### config.mk
export PLATFORM = sky130hd
export DESIGN_NAME = pipe_muldiv
export DESIGN_NICKNAME = d
export VERILOG_FILES = /design/src/rtl/pipe_muldiv.sv
export SDC_FILE = /design/constraint.sdc
export NUM_CORES = 1
export LEC_CHECK = 0
export CAP_MARGIN = 20
export CORE_ASPECT_RATIO = 0.75
export CORE_MARGIN = 2
export CORE_UTILIZATION = 60
export DETAILED_ROUTE_END_ITERATION = 8
export PLACE_DENSITY = 0.81
export SLEW_MARGIN = 10
export SYNTH_ARGS = -nofsm -noshare
export SYNTH_HDL_FRONTEND = slang
export SYNTH_SLANG_ARGS = --single-unit
### constraint.sdc
create_clock -name clk -period 22.2 [get_ports clk]
set_clock_uncertainty 0.05 [all_clocks]
set_input_delay 3.33 -clock clk [delete_from_list [all_inputs] [get_ports clk]]
set_output_delay 3.33 -clock clk [all_outputs]
set_load 0.01 [all_outputs]
### src/rtl/pipe_muldiv.sv
// Iterative multiply/divide unit with HI/LO registers: radix-2 shift-add multiply and
// restoring divide. Optional define MULDIV_EARLY_TERM_EN ends a multiply once the multiplier is exhausted.
module pipe_muldiv #(
  parameter int unsigned WIDTH = 32
) (
  input  logic             clk,
  input  logic             rst,
  input  logic             start_i,
  input  logic [1:0]       op_i,
  input  logic [WIDTH-1:0] a_i,
  input  logic [WIDTH-1:0] b_i,
  input  logic             flush_i,
  input  logic             wr_hi_i,
  input  logic             wr_lo_i,
  input  logic [WIDTH-1:0] wr_data_i,
  output logic             busy_o,
  output logic             done_o,
  output logic             div_by_zero_o,
  output logic [WIDTH-1:0] hi_o,
  output logic [WIDTH-1:0] lo_o
);

  localparam int unsigned CntW = $clog2(WIDTH);

  typedef enum logic [1:0] {StIdle, StIter, StFix} state_e;

  state_e             state_q;
  logic               is_div_q, dz_q, neg_q_q, neg_r_q, done_q, dbz_q;
  logic [CntW-1:0]    cnt_q;
  // Multiply: acc = product, sh = shifted multiplicand, q = remaining multiplier.
  // Divide: acc[WIDTH-1:0] = partial remainder, sh[WIDTH-1:0] = divisor, q = dividend/quotient.
  logic [2*WIDTH-1:0] acc_q, sh_q;
  logic [WIDTH-1:0]   q_q, hi_q, lo_q;

  logic               neg_a, neg_b, ge, last_iter;
  logic [WIDTH-1:0]   abs_a, abs_b, rem_sub, quo_fix, rem_fix;
  logic [WIDTH:0]     cur;
  logic [2*WIDTH-1:0] prod_fix;

  always_comb begin
    neg_a     = ~op_i[0] & a_i[WIDTH-1];
    neg_b     = ~op_i[0] & b_i[WIDTH-1];
    abs_a     = neg_a ? -a_i : a_i;
    abs_b     = neg_b ? -b_i : b_i;
    cur       = {acc_q[WIDTH-1:0], q_q[WIDTH-1]};
    ge        = cur >= {1'b0, sh_q[WIDTH-1:0]};
    rem_sub   = cur[WIDTH-1:0] - sh_q[WIDTH-1:0];
    last_iter = (cnt_q == CntW'(WIDTH - 1));
`ifdef MULDIV_EARLY_TERM_EN
    if (!is_div_q && ((q_q >> 1) == '0)) last_iter = 1'b1;
`else
`endif
    prod_fix  = neg_q_q ? -acc_q : acc_q;
    quo_fix   = neg_q_q ? -q_q : q_q;
    rem_fix   = neg_r_q ? -acc_q[WIDTH-1:0] : acc_q[WIDTH-1:0];
  end

  always_ff @(posedge clk or posedge rst) begin
    if (rst) begin
      state_q  <= StIdle;
      is_div_q <= 1'b0;
      dz_q     <= 1'b0;
      neg_q_q  <= 1'b0;
      neg_r_q  <= 1'b0;
      done_q   <= 1'b0;
      dbz_q    <= 1'b0;
      cnt_q    <= '0;
      acc_q    <= '0;
      sh_q     <= '0;
      q_q      <= '0;
      hi_q     <= '0;
      lo_q     <= '0;
    end else begin
      done_q <= 1'b0;
      dbz_q  <= 1'b0;
      unique case (state_q)
        StIdle: begin
          if (wr_hi_i) hi_q <= wr_data_i;
          if (wr_lo_i) lo_q <= wr_data_i;
          if (start_i && !flush_i) begin
            is_div_q <= op_i[1];
            cnt_q    <= '0;
            neg_q_q  <= neg_a ^ neg_b;
            neg_r_q  <= neg_a;
            dz_q     <= op_i[1] && (b_i == '0);
            if (op_i[1]) begin
              sh_q <= {{WIDTH{1'b0}}, abs_b};
              q_q  <= abs_a;
              if (b_i == '0) begin
                // Keep the raw dividend; it becomes HI on divide-by-zero.
                acc_q   <= {{WIDTH{1'b0}}, a_i};
                state_q <= StFix;
              end else begin
                acc_q   <= '0;
                state_q <= StIter;
              end
            end else begin
              acc_q   <= '0;
              sh_q    <= {{WIDTH{1'b0}}, abs_a};
              q_q     <= abs_b;
              state_q <= StIter;
            end
          end
        end
        StIter: begin
          if (flush_i) begin
            state_q <= StIdle;
          end else begin
            if (is_div_q) begin
              acc_q[WIDTH-1:0] <= ge ? rem_sub : cur[WIDTH-1:0];
              q_q              <= {q_q[WIDTH-2:0], ge};
            end else begin
              acc_q <= acc_q + (q_q[0] ? sh_q : '0);
              sh_q  <= sh_q << 1;
              q_q   <= q_q >> 1;
            end
            cnt_q <= last_iter ? '0 : cnt_q + 1'b1;
            if (last_iter) state_q <= StFix;
          end
        end
        StFix: begin
          if (!flush_i) begin
            done_q <= 1'b1;
            dbz_q  <= dz_q;
            if (dz_q) begin
              hi_q <= acc_q[WIDTH-1:0];
              lo_q <= '1;
            end else if (is_div_q) begin
              hi_q <= rem_fix;
              lo_q <= quo_fix;
            end else begin
              hi_q <= prod_fix[2*WIDTH-1:WIDTH];
              lo_q <= prod_fix[WIDTH-1:0];
            end
          end
          state_q <= StIdle;
        end
        default: state_q <= StIdle;
      endcase
    end
  end

  assign busy_o        = (state_q != StIdle);
  assign done_o        = done_q;
  assign div_by_zero_o = dbz_q;
  assign hi_o          = hi_q;
  assign lo_o          = lo_q;

endmodule

# Yosys cells after proc, flatten, opt, wreduce, memory -nomap -nowiden
# Cells that the tools add are included.
# op_classes
add_sub_neg	8
n_lt_le_gt_ge	1
n_eq_ne	10
muxes	48
bitwise	4
reduce_logical	14
# op_table
operator	n
2-to-1 mux 32 bit	21
2-to-1 mux 64 bit	8
case mux 64 bit (2 select lines)	2
case mux 32 bit (2 select lines)	3
negation 32 bit	4
adder 64 bit	1
negation 64 bit	1
>= comparator 33 x 32 -> 1 bit	1
zero test 32 bit	1
subtractor 32 bit	1
2-to-1 mux 5 bit	3
!= test 2 bit (second input constant)	6
2-to-1 mux 2 bit	5
case mux 5 bit (2 select lines)	1
AND reduction 3 bit	3
nonzero test 2 bit	3
adder 5 x 1 -> 5 bit (second input constant)	1
equality test 5 bit (second input constant)	1
2-to-1 mux 1 bit	4
case mux 2 bit (2 select lines)	1
AND reduction 2 bit	2
AND reduction 4 bit	1
!= test 3 bit (second input constant)	1
AND 1 bit	2
other kinds (7)	8
# word_totals
regBits	237
in_bits	104
output_inout_bits	67

# Logic depth before layout (Yosys ltp)
# depth
depth_word	6
depth_mapped	16

# Worst setup path before layout
# OpenSTA, ideal clock, no wires.
# synth_path
path_type	in2reg
start	in b_i[6]
end	reg acc_q[1]
setup_time_ns	0.087
arrival_time_ns	5.711
t_required_ns	22.063
path_slack_ns	16.352
path_stages	10
cell_sequence	or4_1 -> nor4_2 -> and3_1 -> nand2_1 -> nor4b_2 -> and2_1 -> buf_2 -> buf_2 -> a21oi_1 -> a22oi_1
# synth_between
elab_chain_len	5
# synth_lines
element	line_no	text
start: declaration	11	input logic [WIDTH-1:0] b_i,
zero test 32 bit	89	if (b_i == '0) begin
2-to-1 mux 32 bit	89	
2-to-1 mux 64 bit	86	if (op_i[1]) begin
2-to-1 mux 64 bit	80	if (start_i && !flush_i) begin
case mux 64 bit (2 select lines)	76	unique case (state_q)
end signal: assignment	91	acc_q <= {{WIDTH{1'b0}}, a_i};
end signal: indexed assignment	110	acc_q[WIDTH-1:0] <= ge ? rem_sub : cur[WIDTH-1:0];
end signal: assignment	113	acc_q <= acc_q + (q_q[0] ? sh_q : '0);
end: declaration	32	logic [2*WIDTH-1:0] acc_q, sh_q;
# No other way between the ends. The select of a mux whose other input is x is not followed.
# A chain may end at the register's enable or synchronous reset.

# Worst setup path in the final report
# layout_path
start	in b_i[3]
end	reg acc_q[31]
# The elaborated chain is that of the path after synthesis.

==> reports/qor.txt <==
Number of synthesized flops with an enable pin -> 0
Final TNS setup -> 0 ns
Crit path launch -> b_i[3]
Synth area leader -> dfrtp_1
Fin crit share -> 0.315
Layout overhead on the synthesized area -> 12.7%
Critical path type -> input pin to register
Fraction of registers with async set/reset -> 1.00
Max H-tree Level -> 1
Post-synth top area share -> 0.270
Largest net degree at the start of global routing -> 106
Routed Antenna Nets -> 0
Vias in the first global route -> 22000
Final WL -> 83.4 mm
Startpoint Class -> input pin
Nets -> 3209
Synth warn -> 0
Hold Crit Depth -> 2
Total chip power -> 2.51 mW
Die outline area -> 38200 sq um
Wire length of the first global-routing pass -> 127 mm
Register area -> 5940 sq um
Maximum clock frequency -> 143 MHz
Reg2reg setup slack -> 16.99 ns
Gr usage total -> 0.427
Core area -> 36000 sq um
Syn_area_per_cell -> 7.40 sq um
Placed insts -> 3434
Synthesized area -> 22000 sq um
GP Congestion -> 1.06
Post CTS Setup Buffer Count -> 0
Post-layout min period -> 7.00 ns
Pleak -> 10.5 nW
Status -> finished clean
Final setup margin -> 15.20 ns
Fraction of layout cells with a size suffix above 1 -> 0.0444
Vias per cell -> 6.83
RSZ-0062 raised after global routing -> no
Peak supply drop -> 0.0744 mV
Die W -> 225 um
Slowest CP cell -> and2_1
Yosys reg bits -> 237
CTS max path bufs -> 3
DRT iter0 DRCs -> 3495
Synth area leaders -> dfrtp_1, a21oi_1, nand2_1, ha_1, o21ai_0
GRT busiest layer -> met2
Non-filler cells, final -> 3485
Synth cell count leaders -> nand2_1, a21oi_1, nor2_1
Max incr delay on CP -> 0.87 ns
Reg2reg path depth -> 15
Num CTS Buffers -> 27
FF-to-FF End -> acc_q[61]
Sequential share of the synthesized area -> 0.270
Launching point of the worst reg2reg path -> q_q[0]
Initial Util -> 0.612
Core Rows -> 60
Input/output buffers -> 170
Crit-path max FO -> 23
Chip height -> 170 um
Pwr dens -> 101 nW/um^2
Final Hold Vio Count -> 0
Residual DRC count -> 0
Number of diodes -> 0
Initial antenna violation count -> 4
Multi-input gate area -> 15000 sq um
Num ports -> 171
Worst setup path endpoint -> acc_q[31]
Place WS -> 14.82 ns
Syn_nets -> 3180
Clock transition at the registers of the reported paths -> 0.06 ns
Hold Buf Count CTS -> 0
Via Count -> 23800
Max cap viols -> 0
CTS sink cnt -> 237
Clk Latency, worst-skew pair -> 0.58 ns
Met3 usage -> 0.105
WP data required -> 22.64 ns
Final Setup Violations -> 0
Crit end category -> register
Unique cell type count in the Yosys netlist -> 87
Pins over their slew limit -> 0
Detailed placer's ending HPWL -> 62.8 mm
Global route overflow -> 0
Most frequent cell after synthesis -> nand2_1
Pre-antenna DRT Iters -> 7
Cells after Synth -> 2973
WP data arrival -> 7.44 ns
M1 GR Usage -> 0.615
Rel. slew slack -> 0.278
Hold Path Class -> register to register
Drt wl/cell -> 23.9 um
Slew at the pin with the worst max-slew slack -> 1.08 ns
Final core occ -> 0.689
CP cell instances -> clkdlybuf4s50_1, or4_1, nor4_2, and3_1, nand2_1, nor4b_2, buf_4, and2_1, a221oi_1, a21o_1, o211ai_1
CTS tree -> done
Top_reg_cell synth -> dfrtp_1
Grt met2 use -> 0.620
FILL cells -> 3009
Root buffer cell -> clkbuf_16
CTS resizes -> 0
==> through the flow <==
stage	hold WS (ns)	instance area, sq um
final	0.436	24800
after global routing	0.457	24800
after CTS	0.438	24700
after detailed placement	0.423	23800
after global placement	0.412	23800
after floorplan	0.395	22000
==> worst max-delay path, delay by kind of cell <==
kind	cells	cell delay, ns
and+or+nand+nor	6	2.79
buffers and inverters	2	0.75
AOI/OAI and AO/OA	3	0.53
==> logic make-up after synthesis <==
logic type	count (synthesis)	synth area share
simple gates	1061	0.223
buf+inv	295	0.0519
fa+ha+maj	103	0.0593
compound gates	968	0.268
flops	237	0.270
mux	75	0.0351
xor+xnor	234	0.0932
==> worst min-delay path by stage <==
stage	startpoint	endpoint	slack [ns]
global route	hi_o[17]	hi_o[17]	0.46
global placement	cnt_q[4]	cnt_q[4]	0.41
finish	lo_o[15]	lo_o[15]	0.44
detailed placement	lo_o[15]	lo_o[15]	0.42
CTS	hi_o[17]	hi_o[17]	0.44
floorplan	cnt_q[4]	cnt_q[4]	0.40
==> state kept, by name, indices dropped and copies added, names as in the netlist <==
name,flops
is_div_q,1
dz_q,1
neg_q_q,1
acc_q,64
neg_r_q,1
q_q,32
cnt_q,5
hi_o,32
state_q,2
div_by_zero_o,1
lo_o,32
sh_q,64
done_o,1
==> layout make-up <==
type	instances	share of cell area
clock buffer	34	0.0299
multi-input combinational	2441	0.604
sequential	237	0.240
inverter	89	0.0138
timing repair buffer	206	0.0815
tap	465	0.0235
clock inverter	13	0.00737
==> cells in the final DEF (no fill, tap or decap), types with 67 or more instances in the layout <==
cell,n
nand2_1,397
a21oi_1,307
nor2_1,293
o21ai_0,251
dfrtp_1,235
clkdlybuf4s50_1,169
xnor2_1,136
ha_1,101
xor2_1,98
inv_1,86
mux2i_1,67
==> routing by layer <==
layer,up-vias,part of all wire
met3,234,0.13
met4,0,0.038
met5,-,0
met2,1589,0.42
met1,11300,0.41
li1,10700,-
==> power breakdown <==
part	switching, mW	internal, mW
Sequential	0.179	0.514
Clock	0.204	0.283
Combinational	0.819	0.515
(Power assumes the default switching activity.)
==> variant, RTL diff (same settings) <==
The option `MULDIV_EARLY_TERM_EN` is turned on by a define.
--- a/src/rtl/pipe_muldiv.sv
+++ b/src/rtl/pipe_muldiv.sv
@@ -1,5 +1,7 @@
 // Iterative multiply/divide unit with HI/LO registers: radix-2 shift-add multiply and
 // restoring divide. Optional define MULDIV_EARLY_TERM_EN ends a multiply once the multiplier is exhausted.
+`define MULDIV_EARLY_TERM_EN
+
 module pipe_muldiv #(
   parameter int unsigned WIDTH = 32
 ) (
Function: changed (a bounded check fails within 4 cycles, from zero or initial values and one cycle with rst high).
==> variant against the unedited design <==
Synthesized area up 0.76%. Sequential cell count unchanged. Routed wire length up 12%. Cell area up 0.57%. Largest cell class unchanged. Sequential power up 8.4%. Worst setup slack better by 0.62 ns. Power up 15%.
==> variant: results (changes against the unedited design) <==
grt_pass1_wl_um: 139000  # +9.0%
buffers: 204  # -0.97%
placed_area_sq_um: 24000  # +0.98%
critPathMaxStageDelay_ns: 0.65  # -0.22 ns
wl_met3_um: 17300  # +63%
wl_per_cell_um: 26.4  # +11%
utilization_pct: 69.0  # +0.11 points
status: "finished clean"
synth_nets: 3202  # +0.69%
multi_input_area_share_pct: 60.9  # +0.43 points
synth_xor_area_share_pct: 9.01  # -0.31 points
drt_iter0_markers: 4578  # +31%
ir_drop_v: 0.000110  # +47%
antenna_found_initial: 6  # +2
slew_headroom_pct: 26.3  # -1.5 points
cp_slowest_cell: "nor2_1"
clock_latency_ns: 0.60  # +0.02 ns
syn_inst: 2995  # +0.74%
met2WireLength_um: 34700  # -1.0%
layout.nonclk_buf_share_pct: 7.94  # -0.21 points
grt_pass1_vias: 22647  # +3.1%
place_ws_ns: 15.47  # +0.657 ns
synth_common_cells: "401 x nand2_1, 297 x a21oi_1, 263 x o21ai_0, 258 x nor2_1, 237 x dfrtp_1"
dp_cells: 3486  # +1.5%
synthMuxAreaShare_pct: 3.23  # -0.28 points
grt_max_degree: 117  # +10%
path_max_fanout: 9  # -61%
maxUsedRoutingLayer: "met5"
p_leak_nw: 10.7  # +1.9%
synthAdderAreaFrac_pct: 5.88  # -0.045 points
synth-compound-area-share_pct: 27.5  # +0.73 points
clock_buffers: 33  # -2.9%
-- variant: changes by cell type after synthesis, sizes merged, moves of 12 or more --
cell and delta:
nor2 -36, nand3 +18, xor2 -16, a221oi -13, nor3 +13, and2 +12
-- variant: power by group --
part | leakage, nW | internal (mW) | switching (mW) | total, mW
clock network | 0.412 | 0.244 | 0.212 | 0.456
logic | 7.27 | 0.595 | 1.08 | 1.68
registers | 2.99 | 0.527 | 0.224 | 0.751
total | 10.7 | 1.37 | 1.52 | 2.89
-- variant: worst register-to-register path, delay by kind of cell (launching register included) --
| kind | cells | cell delay, ns |
|---|---|---|
| simple gates | 4 | 1.30 |
| compound gates | 7 | 2.34 |
| fa+ha+maj | 1 | 0.40 |
| buf+inv | 2 | 0.49 |
| flops | 1 | 0.41 |
-- variant: path summary, 6_finish.rpt --
check | start | end | slack [ns] | cells after the start
worst max register to register | q_q[0]$_DFFE_PP0P_ | acc_q[63]$_DFFE_PP0P_ | 17.14 | 14
min in group asynchronous | rst | lo_o[17]$_DFFE_PP0P_ | 3.26 | 2
worst max-delay path | b_i[15] | acc_q[5]$_DFFE_PP0P_ | 15.82 | 9
worst min register to register | sh_q[63]$_DFFE_PP0P_ | sh_q[63]$_DFFE_PP0P_ | 0.43 | 2
worst min-delay path | sh_q[63]$_DFFE_PP0P_ | sh_q[63]$_DFFE_PP0P_ | 0.43 | 2
max in group asynchronous | rst | sh_q[34]$_DFFE_PP0P_ | 16.69 | 4
-- variant: layer usage --
metal / vias to the layer above / global-route usage (%)
li1: 10816 / -
met1: 11558 / 66.3
met2: 2166 / 63.2
met3: 391 / 23.4
met4: 8 / 17.0
met5: - / 0.903
